===== src/rtl/gray_frame_ctrl.sv =====
// Frame sequencer for the RGB-to-grayscale coprocessor. It streams pixels from the BRAM read
// port through a fixed two-stage pipeline to the BRAM write port, at one pixel per clock.
module gray_frame_ctrl #(
   parameter int unsigned ADDR_W = 17,
   parameter int unsigned CNT_W  = 17
) (
   input  logic              clk,
   input  logic              rst_n,
   input  logic              start,
   input  logic              mode,
   input  logic [ADDR_W-1:0] src_base,
   input  logic [ADDR_W-1:0] dst_base,
   input  logic [CNT_W-1:0]  num_pix,
   input  logic              hold,
   output logic              rd_en,
   output logic [ADDR_W-1:0] rd_addr,
   input  logic [11:0]       rd_data,
   output logic              wr_en,
   output logic [ADDR_W-1:0] wr_addr,
   output logic [11:0]       wr_data,
   output logic              busy,
   output logic              done
);

   typedef enum logic [1:0] {S_IDLE, S_RUN, S_DRAIN, S_DONE} state_t;

   state_t              state_q, state_d;
   logic [ADDR_W-1:0]   src_q, dst_q;
   logic [CNT_W-1:0]    num_q, issued_q, idx1_q;
   logic                mode_q, v1_q;
   logic                wr_en_q, busy_q, done_q;
   logic [ADDR_W-1:0]   wr_addr_q;
   logic [11:0]         wr_data_q;

   logic                issue_c, last_rd_c;
   logic [7:0]          gsum_c;
   logic [3:0]          g4_c;

   // Read issue is gated by hold in the same cycle, so the strobe is decoded from the state.
   always_comb begin
      issue_c   = (state_q == S_RUN) && !hold && (issued_q < num_q);
      last_rd_c = issue_c && (CNT_W'(issued_q + CNT_W'(1)) == num_q);
   end

   assign rd_en   = issue_c;
   assign rd_addr = ADDR_W'(src_q + ADDR_W'(issued_q));

   // Luma weights 5/9/2 out of 16; the sum never exceeds 240 so 8 bits suffice.
   always_comb begin
      gsum_c = 8'(8'({4'd0, rd_data[11:8]}) * 8'd5)
             + 8'(8'({4'd0, rd_data[7:4]})  * 8'd9)
             + 8'(8'({4'd0, rd_data[3:0]})  * 8'd2);
      g4_c   = gsum_c[7:4];
   end

   always_ff @(posedge clk or negedge rst_n) begin
      if (!rst_n) state_q <= S_IDLE;
      else        state_q <= state_d;
   end

   always_comb begin
      state_d = state_q;
      case (state_q)
         S_IDLE:  if (start) state_d = (num_pix == '0) ? S_DONE : S_RUN;
         S_RUN:   if (last_rd_c) state_d = S_DRAIN;
         // The final write is on the port once the read stage has emptied.
         S_DRAIN: if (!v1_q) state_d = S_DONE;
         S_DONE:  state_d = S_IDLE;
         default: state_d = S_IDLE;
      endcase
   end

   always_ff @(posedge clk or negedge rst_n) begin
      if (!rst_n) begin
         src_q     <= '0;
         dst_q     <= '0;
         num_q     <= '0;
         mode_q    <= 1'b0;
         issued_q  <= '0;
         idx1_q    <= '0;
         v1_q      <= 1'b0;
         wr_en_q   <= 1'b0;
         wr_addr_q <= '0;
         wr_data_q <= '0;
         busy_q    <= 1'b0;
         done_q    <= 1'b0;
      end else begin
         if (state_q == S_IDLE && start) begin
            src_q    <= src_base;
            dst_q    <= dst_base;
            num_q    <= num_pix;
            mode_q   <= mode;
            issued_q <= '0;
         end else if (issue_c) begin
            issued_q <= CNT_W'(issued_q + CNT_W'(1));
         end
         v1_q    <= issue_c;
         idx1_q  <= issued_q;
         wr_en_q <= v1_q;
         if (v1_q) begin
            wr_addr_q <= ADDR_W'(dst_q + ADDR_W'(idx1_q));
            wr_data_q <= mode_q ? rd_data : {g4_c, g4_c, g4_c};
         end
         busy_q <= (state_d != S_IDLE);
         done_q <= (state_d == S_DONE);
      end
   end

   assign wr_en   = wr_en_q;
   assign wr_addr = wr_addr_q;
   assign wr_data = wr_data_q;
   assign busy    = busy_q;
   assign done    = done_q;

endmodule

===== config.mk =====
export PLATFORM = sky130hd
export DESIGN_NAME = gray_frame_ctrl
export DESIGN_NICKNAME = d
export VERILOG_FILES = /design/src/rtl/gray_frame_ctrl.sv
export SDC_FILE = /design/constraint.sdc
export NUM_CORES = 1
export LEC_CHECK = 0
export CAP_MARGIN = 10
export CORE_MARGIN = 2
export CORE_UTILIZATION = 55
export CTS_CLUSTER_SIZE = 24
export DETAILED_ROUTE_END_ITERATION = 8
export GPL_ROUTABILITY_DRIVEN = 0
export PLACE_DENSITY = 0.86
export SETUP_SLACK_MARGIN = 0.02
export SLEW_MARGIN = 30
export SYNTH_ARGS = -nofsm -noshare
export SYNTH_HDL_FRONTEND = slang
export SYNTH_SLANG_ARGS = --single-unit

===== constraint.sdc =====
create_clock -name clk -period 2.8 [get_ports clk]
set_input_delay 0.28 -clock clk [delete_from_list [all_inputs] [get_ports clk]]
set_output_delay 0.28 -clock clk [all_outputs]
set_load 0.02 [all_outputs]

==> run metrics <==
run status=finished with violations; failing checks=negative setup slack; transition time of the tightest slew-check pin=between 0.6 and 0.7 ns; clock network fraction of total power=0.268; post-synthesis cell type count=69; vias post-DR=7,774; Seq pwr share=0.262; register area share after synthesis=0.394; Cell Int Power=around 6.4 mW; Mapped Cells=840; Antenna Violating Nets Remaining=0; Synthesized Nets=between 900 and 1,000; PD cells=932 nW/um2; Worst-path clk slew=0.06 ns; number of synthesized flops with an enable pin=0; total grt overflow=0; most common cell in the netlist=nand2_1; worst hold slack=roughly 0.16 ns; fin crit share=1.17; Post-synth top cells=164 x nand2_1, 121 x dfrtp_1, 66 x ha_1, 60 x inv_1, 46 x o21ai_0; CTS root buffer=clkbuf_16; Starting Density=0.558; Ports=118; Area Growth Syn to Fin=42.7%; Die Height=roughly 120 um; crit path kind=flop to primary output; Placement Setup Slack=-1.11 ns; Synth async-reset ratio=1.00; unrepaired setup endpoints after global routing=true; Initial DRC Count=about 1,100; top achievable clock speed=approximately 0.31 GHz; clock latency on the worst-skew pair=around 0.44 ns; DIE WIDTH=122 um; Port Buffers=about 120; Placed Instance Area=around 9600 um2; share of cells above drive strength 1=0.240; Crit path arrival time=about 3 ns; clock buffer count from CTS=17; clk buf depth=2; hpwl dp=around 15,000 um; CP endpoint kind=primary output; maximum VDD drop=approximately 480 uV; Core Box Area=about 14,000 um2; WL final=~27,000 um; Slew Limit Fails=0; Max Cap Viol=0; Leak=5.13 nW; DR vias/cell=6.29; initial antenna violation count=2; nets=roughly 1,200; setup TNS=-3.81 ns; Slew headroom=0.552; Switch Pwr=around 3.9 mW; drt first pass iters=8; main area contributors after synthesis=dfrtp_1 39%, ha_1 11%, nand2_1 8.0%; R2R setup slack=-0.11 ns; CP max FO=2; Synth Flop Type=dfrtp_1; first-pass GRT wire length=roughly 36,000 um; Comb pwr share=0.469; Final setup viols=19; Site Rows=43; Synth Area per Inst=just over 9 um2; #FFs+latches synth=roughly 120; vias in the first global route=slightly above 7,000; Required @ worst endpoint=2.52 ns; top-area cell type share of the netlist area=0.394; TritonCTS clock tree=yes; total track usage=0.313; sw frac=0.378; warnings from Yosys=0; leading area contributor after synthesis=dfrtp_1; Die Footprint=about 15,000 um2; Num Clock Sinks=~120; # H-tree levels=4; fin crit period=around 3.3 ns; Final Cell Area=approximately 11,000 um2; slack of the critical path=-0.470 ns; Post-Syn Area=just under 8000 um2; Setup Skew=approximately 0.015 ns; largest net degree at the start of global routing=approximately 120; Wirelength per Cell=21.5 um; Hold Violations, Final=0; Remaining DRCs=0; CP Launch Type=flop; Hold WC Path Type=primary input to flop
## worst max-delay path, stage by stage, from the launching register on
cell and delay [ns]:
dfrtp_1 0.45, ha_4 0.19, inv_2 0.04, fa_2 0.34
nor2b_2 0.16, o31a_1 0.18, o211ai_1 0.13, a31oi_1 0.32
buf_4 0.19, a21o_1 0.12, a21oi_2 0.05, xnor2_1 0.19
buf_2 0.19
## metal layers
| metal | vias to the layer above | track usage | part of all wire |
|---|---|---|---|
| li1 | 3312 | - | - |
| met1 | 3712 | 0.387 | 0.37 |
| met2 | 573 | 0.522 | 0.48 |
| met3 | 177 | 0.0692 | 0.094 |
| met4 | 0 | 0.151 | 0.058 |
| met5 | - | 0 | 0 |
## cell usage in the layout (no fill, tap or decap), types with 7 or more instances in the layout
| cell type | Yosys | layout |
|---|---|---|
| nand2_1 | 164 | 163 |
| dfrtp_1 | 121 | 119 |
| clkdlybuf4s50_1 | 0 | 96 |
| buf_4 | 3 | 92 |
| inv_1 | 60 | 51 |
| ha_1 | 66 | 48 |
| o21ai_0 | 46 | 37 |
| xnor2_1 | 37 | 33 |
| a21oi_1 | 42 | 27 |
| nor2_1 | 31 | 27 |
| nor3_1 | 21 | 19 |
| ha_4 | 0 | 18 |
| clkbuf_16 | 0 | 17 |
| a21oi_2 | 0 | 14 |
| nand3_1 | 13 | 13 |
| mux2_2 | 12 | 12 |
| and3_1 | 12 | 12 |
| a21o_1 | 11 | 11 |
| o211ai_1 | 10 | 10 |
| nand4_1 | 9 | 9 |
| inv_2 | 0 | 9 |
| xor2_1 | 11 | 9 |
| mux2i_1 | 9 | 9 |
| fa_1 | 9 | 8 |
| bufinv_16 | 0 | 8 |
| buf_6 | 2 | 8 |
| nand2b_1 | 7 | 7 |
| or3_1 | 10 | 7 |
| o31ai_1 | 7 | 7 |
## kinds of logic (layout without fill, tap and decap cells)
| kind of cell | count (synthesis) | count (layout) | synth area share |
|---|---|---|---|
| simple gates | 305 | 305 | 0.187 |
| flops | 121 | 121 | 0.394 |
| mux | 21 | 21 | 0.0293 |
| xor+xnor | 51 | 51 | 0.0636 |
| other cells | 0 | 2 | 0 |
| fa+ha+maj | 76 | 76 | 0.132 |
| buf+inv | 95 | 308 | 0.0500 |
| compound gates | 171 | 171 | 0.144 |
## registers in the layout, summed over array words and instances, names as in the netlist
register	cells
wr_en	1
wr_data	12
done	1
busy	1
num_q	17
mode_q	1
wr_addr	17
issued_q	17
state_q	2
dst_q	17
v1_q	1
src_q	17
idx1_q	17
## final cells by class
type | instances | area (um2)
Timing Repair Buffer | 215 | 1940
Fill cell | 778 | 2810
Tap cell | 180 | 225
Inverter | 61 | 229
Clock inverter | 14 | 289
Antenna cell | 2 | 5.00
Sequential cell | 121 | 3030
Multi-Input combinational cell | 624 | 4810
Clock buffer | 18 | 439
## timing repair
action / in CTS / in global routing
buffers inserted: 4 / 19
setup endpoints to repair: 27 / 31
gates resized for setup: 102 / 83
hold buffers: 1 / 0
cloned: 0 / 0
endpoints found under the hold margin: 121 / 0
pin swaps: 36 / 47
## power by group through the flow
stage	Combinational, mW	Clock (mW)	Sequential, mW
final	4.80	2.75	2.68
after global routing	5.06	2.83	2.72
after CTS	4.16	2.75	2.63
after detailed placement	3.87	0	2.64
after global placement	3.73	0	2.62
after floorplan	2.07	0	2.82
## worst paths after layout
check                            startpoint           to  cells past startpoint
max in group asynchronous             rst_n  issued_q[7]                      3
worst max-delay path               src_q[0]  rd_addr[14]                     12
min in group asynchronous             rst_n   wr_data[4]                      3
worst max register to register  issued_q[0]         done                     10
worst min register to register   wr_addr[6]   wr_addr[6]                      1
worst min-delay path             rd_data[2]   wr_data[2]                      3
## per-stage QoR
step	power [mW]	utilization	instances
2_1_floorplan	4.88	-	840
3_3_place_gp	6.35	0.694	1180
3_5_place_dp	6.51	0.694	1180
4_1_cts	9.54	0.762	1217
5_1_grt	10.6	0.796	1233
6_report	10.2	0.796	1235
(Power assumes the default switching activity.)
